[config.mk]
export PLATFORM = sky130hd
export DESIGN_NAME = mdu_sequencer_flat
export DESIGN_NICKNAME = d
export VERILOG_FILES = /design/src/rtl/mdu_sequencer_pkg.sv /design/src/rtl/mdu_sequencer_if.sv /design/src/rtl/mdu_div_step.sv /design/src/rtl/mdu_sequencer.sv /design/src/flat_wrapper.sv
export SDC_FILE = /design/constraint.sdc
export NUM_CORES = 2
export LEC_CHECK = 0
export ABC_AREA = 1
export CORE_MARGIN = 4
export CORE_UTILIZATION = 50
export CTS_CLUSTER_DIAMETER = 30
export CTS_CLUSTER_SIZE = 8
export DETAILED_ROUTE_END_ITERATION = 12
export MAX_ROUTING_LAYER = met4
export PLACE_DENSITY = 0.72
export SLEW_MARGIN = 20
export SYNTH_ARGS = -nofsm -noshare
export SYNTH_HDL_FRONTEND = slang
export SYNTH_SLANG_ARGS = --single-unit
export TNS_END_PERCENT = 100
[constraint.sdc]
create_clock -name clk -period 9.8 [get_ports clk]
set_input_delay 2.45 -clock clk [delete_from_list [all_inputs] [get_ports clk]]
set_output_delay 2.45 -clock clk [all_outputs]
set_load 0.05 [all_outputs]
[src/rtl/mdu_sequencer_pkg.sv]
// Shared types and op-decode helpers for the M-extension sequencer.
package mdu_sequencer_pkg;

    typedef enum logic [4:0] {
        AluAdd    = 5'd0,
        AluSub    = 5'd1,
        AluSll    = 5'd2,
        AluSlt    = 5'd3,
        AluSltu   = 5'd4,
        AluXor    = 5'd5,
        AluSrl    = 5'd6,
        AluSra    = 5'd7,
        AluOr     = 5'd8,
        AluAnd    = 5'd9,
        AluMul    = 5'd16,
        AluMulh   = 5'd17,
        AluMulhsu = 5'd18,
        AluMulhu  = 5'd19,
        AluDiv    = 5'd20,
        AluDivu   = 5'd21,
        AluRem    = 5'd22,
        AluRemu   = 5'd23
    } alu_operation_t;

    typedef enum logic [2:0] {
        StIdle,
        StMul,
        StDiv,
        StFix,
        StDone
    } mdu_state_t;

    function automatic logic is_mdu_op(alu_operation_t op);
        return op inside {AluMul, AluMulh, AluMulhsu, AluMulhu,
                          AluDiv, AluDivu, AluRem, AluRemu};
    endfunction

    function automatic logic is_div_op(alu_operation_t op);
        return op inside {AluDiv, AluDivu, AluRem, AluRemu};
    endfunction

    function automatic logic is_rem_op(alu_operation_t op);
        return op inside {AluRem, AluRemu};
    endfunction

    function automatic logic is_signed_div(alu_operation_t op);
        return op inside {AluDiv, AluRem};
    endfunction

    // Operand signedness for the multiplier; MUL's low half is sign-agnostic.
    function automatic logic mul_a_signed(alu_operation_t op);
        return op != AluMulhu;
    endfunction

    function automatic logic mul_b_signed(alu_operation_t op);
        return op inside {AluMul, AluMulh};
    endfunction

endpackage

[src/rtl/mdu_sequencer_if.sv]
// EX-stage <-> multiply/divide unit handshake bundle.
interface mdu_sequencer_if #(
    parameter int unsigned XLEN = 32
);
    import mdu_sequencer_pkg::*;

    logic             start_i;
    alu_operation_t   op_i;
    logic [XLEN-1:0]  a_i;
    logic [XLEN-1:0]  b_i;
    logic             flush_i;
    logic             ready_o;
    logic             busy_o;
    logic             valid_o;
    logic [XLEN-1:0]  result_o;

    modport master (
        output start_i, op_i, a_i, b_i, flush_i,
        input  ready_o, busy_o, valid_o, result_o
    );

    modport slave (
        input  start_i, op_i, a_i, b_i, flush_i,
        output ready_o, busy_o, valid_o, result_o
    );

endinterface

[src/rtl/mdu_div_step.sv]
// One radix-2 restoring division iteration on unsigned magnitudes.
module mdu_div_step #(
    parameter int unsigned XLEN = 32
) (
    input  logic [XLEN-1:0] rem_i,
    input  logic [XLEN-1:0] quo_i,
    input  logic [XLEN-1:0] divisor_i,
    output logic [XLEN-1:0] rem_o,
    output logic [XLEN-1:0] quo_o
);

    logic [XLEN:0] shifted;
    logic [XLEN:0] diff;
    logic          borrow;

    always_comb begin
        shifted = {rem_i, quo_i[XLEN-1]};
        diff    = shifted - {1'b0, divisor_i};
        // rem < divisor keeps the true difference below 2^XLEN, so bit XLEN flags a borrow
        borrow  = diff[XLEN];
        rem_o   = borrow ? shifted[XLEN-1:0] : diff[XLEN-1:0];
        quo_o   = {quo_i[XLEN-2:0], ~borrow};
    end

endmodule

[src/rtl/mdu_sequencer.sv]
// Multi-cycle M-extension controller: registered multiplier plus iterative restoring divider.
module mdu_sequencer
    import mdu_sequencer_pkg::*;
#(
    parameter int unsigned XLEN = 32
) (
    input  logic              clk,
    input  logic              rst,
    mdu_sequencer_if.slave    bus
);

    localparam int unsigned CntW = $clog2(XLEN);
    localparam logic [XLEN-1:0] MinNeg = {1'b1, {(XLEN-1){1'b0}}};

    mdu_state_t       state_q, state_d;
    logic [CntW-1:0]  cnt_q, cnt_d;
    alu_operation_t   op_q, op_d;
    logic [XLEN-1:0]  a_q, a_d;
    logic [XLEN-1:0]  b_q, b_d;
    logic [XLEN-1:0]  rem_q, rem_d;
    logic [XLEN-1:0]  quo_q, quo_d;
    logic             neg_quo_q, neg_quo_d;
    logic             neg_rem_q, neg_rem_d;
    logic [XLEN-1:0]  result_q, result_d;

    logic [XLEN-1:0]   step_rem;
    logic [XLEN-1:0]   step_quo;
    logic [2*XLEN-1:0] a_ext;
    logic [2*XLEN-1:0] b_ext;
    logic [2*XLEN-1:0] product;
    logic              accept;
    logic              a_neg;
    logic              b_neg;
    logic              div_by_zero;
    logic              overflow;

    mdu_div_step #(
        .XLEN(XLEN)
    ) u_div_step (
        .rem_i     (rem_q),
        .quo_i     (quo_q),
        .divisor_i (b_q),
        .rem_o     (step_rem),
        .quo_o     (step_quo)
    );

    always_comb begin
        state_d   = state_q;
        cnt_d     = cnt_q;
        op_d      = op_q;
        a_d       = a_q;
        b_d       = b_q;
        rem_d     = rem_q;
        quo_d     = quo_q;
        neg_quo_d = neg_quo_q;
        neg_rem_d = neg_rem_q;
        result_d  = result_q;

        accept = (state_q == StIdle) && bus.start_i && is_mdu_op(bus.op_i) && !bus.flush_i;
        a_neg  = is_signed_div(bus.op_i) && bus.a_i[XLEN-1];
        b_neg  = is_signed_div(bus.op_i) && bus.b_i[XLEN-1];
        div_by_zero = (bus.b_i == '0);
        overflow    = is_signed_div(bus.op_i) && (bus.a_i == MinNeg) && (bus.b_i == '1);

        // Extending to 2*XLEN before an unsigned multiply gives the exact signed product.
        a_ext   = {{XLEN{mul_a_signed(op_q) & a_q[XLEN-1]}}, a_q};
        b_ext   = {{XLEN{mul_b_signed(op_q) & b_q[XLEN-1]}}, b_q};
        product = a_ext * b_ext;

        unique case (state_q)
            StIdle: begin
                if (accept) begin
                    op_d = bus.op_i;
                    if (!is_div_op(bus.op_i)) begin
                        a_d     = bus.a_i;
                        b_d     = bus.b_i;
                        state_d = StMul;
                    end else if (div_by_zero) begin
                        result_d = is_rem_op(bus.op_i) ? bus.a_i : '1;
                        state_d  = StDone;
                    end else if (overflow) begin
                        result_d = is_rem_op(bus.op_i) ? '0 : MinNeg;
                        state_d  = StDone;
                    end else begin
                        quo_d     = a_neg ? ('0 - bus.a_i) : bus.a_i;
                        b_d       = b_neg ? ('0 - bus.b_i) : bus.b_i;
                        rem_d     = '0;
                        neg_quo_d = a_neg ^ b_neg;
                        neg_rem_d = a_neg;
                        cnt_d     = '0;
                        state_d   = StDiv;
                    end
                end
            end
            StMul: begin
                result_d = (op_q == AluMul) ? product[XLEN-1:0] : product[2*XLEN-1:XLEN];
                state_d  = StDone;
            end
            StDiv: begin
                rem_d = step_rem;
                quo_d = step_quo;
                cnt_d = cnt_q + CntW'(1);
                if (cnt_q == CntW'(XLEN - 1)) begin
                    state_d = StFix;
                end
            end
            StFix: begin
                if (is_rem_op(op_q)) begin
                    result_d = neg_rem_q ? ('0 - rem_q) : rem_q;
                end else begin
                    result_d = neg_quo_q ? ('0 - quo_q) : quo_q;
                end
                state_d = StDone;
            end
            StDone: begin
                state_d = StIdle;
            end
            default: begin
                state_d = StIdle;
            end
        endcase

        // An aborted op must leave the previously delivered result intact.
        if (bus.flush_i) begin
            state_d  = StIdle;
            result_d = result_q;
        end
    end

    always_ff @(posedge clk) begin
        if (rst) begin
            state_q   <= StIdle;
            cnt_q     <= '0;
            op_q      <= AluAdd;
            a_q       <= '0;
            b_q       <= '0;
            rem_q     <= '0;
            quo_q     <= '0;
            neg_quo_q <= 1'b0;
            neg_rem_q <= 1'b0;
            result_q  <= '0;
        end else begin
            state_q   <= state_d;
            cnt_q     <= cnt_d;
            op_q      <= op_d;
            a_q       <= a_d;
            b_q       <= b_d;
            rem_q     <= rem_d;
            quo_q     <= quo_d;
            neg_quo_q <= neg_quo_d;
            neg_rem_q <= neg_rem_d;
            result_q  <= result_d;
        end
    end

    assign bus.ready_o  = (state_q == StIdle);
    assign bus.busy_o   = (state_q != StIdle);
    assign bus.valid_o  = (state_q == StDone);
    assign bus.result_o = result_q;

endmodule

[src/flat_wrapper.sv]
// flat-port wrapper written by rule: the top's interface ports become plain ports
module mdu_sequencer_flat import mdu_sequencer_pkg::*;
#(
    parameter int unsigned XLEN = 32
)
  (clk, rst, bus_start_i, bus_op_i, bus_a_i, bus_b_i, bus_flush_i, bus_ready_o, bus_busy_o, bus_valid_o, bus_result_o);
  mdu_sequencer_if #(.XLEN(XLEN)) bus_i ();
  input  logic clk;
  input  logic rst;
  input wire logic [$bits(bus_i.start_i)-1:0] bus_start_i;
  input wire logic [$bits(bus_i.op_i)-1:0] bus_op_i;
  input wire logic [$bits(bus_i.a_i)-1:0] bus_a_i;
  input wire logic [$bits(bus_i.b_i)-1:0] bus_b_i;
  input wire logic [$bits(bus_i.flush_i)-1:0] bus_flush_i;
  output wire logic [$bits(bus_i.ready_o)-1:0] bus_ready_o;
  output wire logic [$bits(bus_i.busy_o)-1:0] bus_busy_o;
  output wire logic [$bits(bus_i.valid_o)-1:0] bus_valid_o;
  output wire logic [$bits(bus_i.result_o)-1:0] bus_result_o;
  assign bus_i.start_i = bus_start_i;
  assign bus_i.op_i = bus_op_i;
  assign bus_i.a_i = bus_a_i;
  assign bus_i.b_i = bus_b_i;
  assign bus_i.flush_i = bus_flush_i;
  assign bus_ready_o = bus_i.ready_o;
  assign bus_busy_o = bus_i.busy_o;
  assign bus_valid_o = bus_i.valid_o;
  assign bus_result_o = bus_i.result_o;
  mdu_sequencer #(.XLEN(XLEN)) u_core (.clk(clk), .rst(rst), .bus(bus_i));
endmodule
== After elaboration in Yosys (flattened, before gate mapping) ==
Cells that the tools add are included.
Operators by class
  $add $sub $neg: 6
  multiply operators: 1
  equal/unequal tests: 28
  multiplexer cells: 38
  bitwise operators: 8
  reduce and logical (&&, ||, !) cells: 28
Operator list (count)
  $mux 32: 24
  $pmux 32 s2: 2
  $sub 1x32->32 const A: 4
  $pmux 32 s3: 1
  $eq 5x5->1 const B: 13
  $eq 32x32->1 const B: 2
  $mul 33x33->64: 1
  $sub 33x32->33: 1
  $logic_not 32->1: 1
  $mux 5: 4
  $mux 3: 5
  $reduce_and 5->1: 3
  $pmux 5 s2: 1
  $reduce_bool 2->1: 5
  $pmux 3 s3: 1
  $ne 2x2->1 const B: 4
  $reduce_bool 8->1: 1
  $logic_and 1x1->1: 7
  $eq 3x2->1 const B: 2
  $ne 2x1->1 const B: 3
  $reduce_bool 3->1: 2
  $add 5x1->5 const B: 1
  $ne 5x5->1 const B: 1
  $not 1->1: 5
  other kinds (12): 15
Storage, ports and cells
  flip-flop bits (word level): 175
  input port bits: 73
  output and inout bits: 35
  word-level logic and storage cells: 119

== Logic depth before layout (Yosys ltp) ==
  word-level depth: 9
  depth in mapped cells: 37
  depth with buffers taken out: 36

== By module ==
A second synthesis with hierarchy kept.
Second synthesis, totals
  cell total of the unflattened synthesis: 7668
  area, all modules: 54614.9 um^2
Modules (own cells, without submodules)
  mdu_sequencer: times used 1, cells an instance 6957, area each 51231.6 um^2, seq. area each 3503.4 um^2
  mdu_div_step: times used 1, cells an instance 711, area each 3383.2 um^2, seq. area each 0.0 um^2

== Worst setup path before layout ==
OpenSTA, ideal clock, no wires.
  path type: reg2reg
  start: register u_core.op_q[2]
  end: register u_core.result_q[26], in the netlist u_core.bus.result_o[26]
  library setup time: 0.118 ns
  data arrival time: 7.420 ns
  data required time: 9.682 ns
  path slack: 2.262 ns
  stages on the path, launching flop included: 32
  buffers on the path: 1
  period minus slack after synthesis: 7.538 ns
  cells stage by stage: dfxtp_1 > nor2_1 > nand3_1 > nand2_1 > clkinv_1 > clkbuf_1 > nand2_1 > inv_1 > fa_1 > fa_1 > fa_1 > fa_1 > inv_1 > fa_1 > fa_1 > fa_1 > fa_1 > inv_1 > ha_1 > nand2_1 > nor2_1 > inv_1 > nor2_1 > nand2_1 > nor4_1 > nand2_1 > nand4_1 > nand3_1 > nand2_1 > inv_1 > nor2_1 > nor2_1
On the way
  cells in the longest elaborated chain, start to end: 6
  elaborated cells between the ends (all ways): 13
  those cells by class: mul: 1; eq/ne: 5; mux: 3; bitwise: 2; reduce/logical: 2
RTL lines
  from (decl): line mdu_sequencer.sv:17  | alu_operation_t op_q, op_d;
  from (signal assigned): line mdu_sequencer.sv:134  | op_q <= AluAdd;
  from (signal assigned): line mdu_sequencer.sv:145  | op_q <= op_d;
  $eq 5x5->1, on equally long branches: line mdu_sequencer_pkg.sv:56, mdu_sequencer.sv:96
  $reduce_bool 2->1: line mdu_sequencer_pkg.sv:56  | return op inside {AluMul, AluMulh};
  $and 1x1->1: line mdu_sequencer.sv:67  | b_ext = {{XLEN{mul_b_signed(op_q) & b_q[XLEN-1]}}, b_q};
  $mul 33x33->64: line mdu_sequencer.sv:68  | product = a_ext * b_ext;
  $mux 32: line mdu_sequencer.sv:96  | result_d = (op_q == AluMul) ? product[XLEN-1:0] : product[2*XLEN-1:XLEN];
  $pmux 32 s3 (*): line mdu_sequencer.sv:70  | unique case (state_q)
  to (signal assigned): line mdu_sequencer.sv:152  | result_q <= result_d;
  to (decl): line mdu_sequencer.sv:24  | logic [XLEN-1:0] result_q, result_d;
Mark *: on every way between the ends. The rest lies on a longest branch, timed or not.
A chain may end at the register's enable or synchronous reset.

== Worst setup path in the final report ==
  start: register u_core.op_q[2]
  end: register u_core.result_q[28], in the netlist u_core.bus.result_o[28]
The elaborated chain is that of the path after synthesis.

==> reports/results.md <==
| Parameter | Value | Unit |
| --- | --- | --- |
| Port bufs | 107 | - |
| Total core area | 107000 | µm² |
| Cell Pwr Density | 40.0 | nW/µm² |
| Post-route design area | 56800 | µm² |
| Count of pins on the block boundary | 108 | - |
| Most instantiated library cell after synthesis | sky130_fd_sc_hd__nand2_1 | - |
| CTS Root Cell | sky130_fd_sc_hd__clkbuf_16 | - |
| Xor/xnor cell area share of the yosys netlist | 1.04 | % |
| Synth area leaders | sky130_fd_sc_hd__fa_1 42%, sky130_fd_sc_hd__nand2_1 13%, sky130_fd_sc_hd__inv_1 13%, sky130_fd_sc_hd__dfxtp_1 6.5%, sky130_fd_sc_hd__ha_1 5.8% | - |
| Final weighted congestion in routability-driven placement | 1.02 | - |
| Post-synth cell types | 61 | - |
| Dominant synthesized flop cell | sky130_fd_sc_hd__dfxtp_1 | - |
| Max Clk Rate | 108 | MHz |
| CTS tree | yes | - |
| Share of the synthesized area in the top cell type | 41.8 | % |
| Share of post-route cells with drive strength above 1 | 2.97 | % |
| Buffers from clock root to sink, at most | 2 | - |
| Area growth from synthesis to layout | 5.34 | % |
| Result of the run | finished clean | - |
| Slew HR | 18.2 | % |
| Static leakage power | 28.3 | nW |
| Clock transition at the registers of the reported paths | 0.09 | ns |
| Multiplexer share of the synthesized area | 0 | % |
| Worst setup SP type | register | - |
| Post-detail-place hpwl | 158000 | µm |
| Max stage delay cell, worst path | sky130_fd_sc_hd__fa_1 | - |
| Starting density of the core | 50.3 | % |
| Final critical-path required period | 9.27 | ns |
| Via total after detailed routing | 47800 | - |
| Worst path max stage delay | 0.64 | ns |
| Fraction of synthesis flops using an asynchronous set or reset pin | 0 | % |
| Post-place instance area | 56100 | µm² |
| FF+latch count, synth | 175 | - |
| Crit Path Class | register to register | - |
| Routed WL per cell | 21.5 | µm |
| Final net count | 8773 | - |
| Number of cells produced by synthesis | 7447 | - |
| Overall die area | 113000 | µm² |
| Slew at the pin closest to its max-slew limit | 1.22 | ns |
| Layout fillers | 10500 | - |
| Post-cts sizing count | 0 | - |
| Sink count of the clock tree | 175 | - |
| Required time reported for the critical path endpoint | 10.18 | ns |
| Post-synthesis compound-gate area fraction | 7.40 | % |
| Final-layout setup total negative slack | 0 | ns |
| Number of cells traversed by the worst hold path | 2 | - |
| Maximum resistive drop on vdd | 117 | µV |
| Clk_skew | 0.0266 | ns |
| Unrepaired setup endpoints after global routing | no | - |
| Total global routing overflow | 0 | - |
| Setup-violating endpoint count in the final report | 0 | - |
| Worst R2R Path Depth | 28 | - |
| Kind of end point of the critical path | register | - |
| Path category of the worst min-delay check | register to register | - |
| Dominant combinational cell family by area after synthesis | adder cells | - |
| Detailed-route wire length | 188000 | µm |
| Arithmetic-cell share of the synthesized area counting full adders, half adders and majority gates | 47.7 | % |
| First-iteration detailed-routing DRC count | 4046 | - |
| Total power | 2.27 | mW |
| Max Cap Violations | 0 | - |
| CP arrival | 9.65 | ns |
| Top cell types by occurrence after synthesis | 1876 x sky130_fd_sc_hd__nand2_1, 1835 x sky130_fd_sc_hd__inv_1, 1126 x sky130_fd_sc_hd__fa_1 | - |
| Vertical die dimension | 336 | µm |
| Syn Std Cell Area | 53900 | µm² |
| Antenna violations before repair | 3 | - |
| Share of the yosys chip area belonging to registers | 6.50 | % |
| Final period utilization | 94.6 | % |
| Antenna-violating nets left | 0 | - |
| Max-slew violation count | 0 | - |
| Post-synthesis net count | 8897 | - |
| Number of iterations in the first detailed-routing pass | 6 | - |
| # Post-CTS Setup Buffers | 0 | - |
| Via count of the first global-routing pass | 49500 | - |
| CTS hold repair buffers | 0 | - |
| Synth warn | 0 | - |
| Level count of the clock H-tree | 4 | - |
| Most frequent cell on the critical path | sky130_fd_sc_hd__fa_1 | - |
| Clk_lat worst skew | 0.51 | ns |
| Vias per inst | 5.47 | - |
| Post-synth top area cell | sky130_fd_sc_hd__fa_1 | - |
| Final hold viol count | 0 | - |
| Simple-gate area share of the yosys netlist | 21.7 | % |
| Clock buffers created by TritonCTS | 17 | - |
| Wire length of the first global-routing pass | 293000 | µm |
| Number of placement rows | 120 | - |
| Syn avg cell area | 7.24 | µm² |
| Remaining routing DRC violations | 0 | - |
| GRT Overall Usage | 35.1 | % |
| Number of enable-type register cells in the synthesized netlist | 0 | - |
| Die width | 336 | µm |
| Pin count of the biggest net entering global routing | 87 | - |
| Max FO, Critical Path | 17 | - |
==> metrics by stage <==
step	hold slack (ns)	utilization (%)	cells	worst slack, ns
floorplan	0.439	-	7447	2.26
global placement	0.451	52.4	8707	0.670
detailed placement	0.462	52.4	8707	0.606
CTS	0.475	53.0	8739	0.551
global route	0.494	53.0	8741	0.0654
finish	0.476	53.0	8741	0.530
==> worst max-delay path: cells and delay by family, from the launching register on <==
family	cells	cell delay, ns
adder cells (fa/ha/maj)	9	4.83
flip-flops	1	0.34
AND/OR/NAND/NOR	14	2.57
buffers and inverters	5	1.38
==> registers in the layout, summed over array words and instances (netlist names) <==
name	flops
u_core.rem_q	32
u_core.neg_rem_q	1
u_core.a_q	32
u_core.cnt_q	5
u_core.state_q	3
u_core.b_q	32
u_core.op_q	5
u_core.neg_quo_q	1
u_core.quo_q	32
u_core.bus.result_o	32
==> kinds of logic (layout without fill, tap and decap cells) <==
group / count (synthesis) / count (layout)
fa+ha+maj: 1377 / 1377
other cells: 0 / 2
flops: 175 / 175
buf+inv: 2220 / 2109
simple gates: 2860 / 2860
compound gates: 751 / 751
xor+xnor: 64 / 64
==> path summary, 6_finish.rpt <==
path	from	end	slack, ns
min	u_core.a_q[7]	u_core.a_q[7]	0.48
max reg2reg	u_core.op_q[2]	u_core.bus.result_o[28]	0.53
max	u_core.op_q[2]	u_core.bus.result_o[28]	0.53
min reg2reg	u_core.a_q[7]	u_core.a_q[7]	0.48
==> metal layers <==
metal | vias up | global-route usage, % | part of all wire, %
met3 | 380 | 3.95 | 6.6
met5 | - | - | 0
met4 | 0 | 14.0 | 4.8
met1 | 23900 | 44.9 | 41
met2 | 1886 | 57.4 | 48
li1 | 21600 | - | -
==> cell type report <==
| class | instances | area (µm²) | area share [%] |
|---|---|---|---|
| Sequential cell | 175 | 3510 | 6.19 |
| Timing Repair Buffer | 222 | 1950 | 3.44 |
| Antenna cell | 2 | 5.00 | 0.00882 |
| Tap cell | 1403 | 1760 | 3.09 |
| Multi-Input combinational cell | 5052 | 41900 | 73.9 |
| Clock buffer | 17 | 425 | 0.749 |
| Clock inverter | 15 | 214 | 0.377 |
| Inverter | 1855 | 6970 | 12.3 |
==> power by group <==
part           leakage [nW]  internal [mW]  switching, mW
registers              1.42          0.721         0.0311
logic                  26.6          0.226          0.523
clock network         0.307          0.358          0.412
==> layout by cell type, fill, tap and decap left out, types with 11 or more instances in the layout <==
master,instances
sky130_fd_sc_hd__xor2_1,46
sky130_fd_sc_hd__clkdlybuf4s50_1,106
sky130_fd_sc_hd__inv_2,16
sky130_fd_sc_hd__o22ai_1,11
sky130_fd_sc_hd__nor2_1,470
sky130_fd_sc_hd__a21oi_1,328
sky130_fd_sc_hd__fa_1,1126
sky130_fd_sc_hd__nand3_1,340
sky130_fd_sc_hd__nand2_1,1875
sky130_fd_sc_hd__o21ai_1,16
sky130_fd_sc_hd__dfxtp_1,168
sky130_fd_sc_hd__nand4_1,58
sky130_fd_sc_hd__xnor2_1,18
sky130_fd_sc_hd__inv_1,1834
sky130_fd_sc_hd__clkbuf_16,17
sky130_fd_sc_hd__o21ai_0,319
sky130_fd_sc_hd__o21bai_1,17
sky130_fd_sc_hd__o211ai_1,17
sky130_fd_sc_hd__ha_1,251
sky130_fd_sc_hd__nor3_1,56
sky130_fd_sc_hd__buf_4,113
Power figures use the tool's default switching activity.
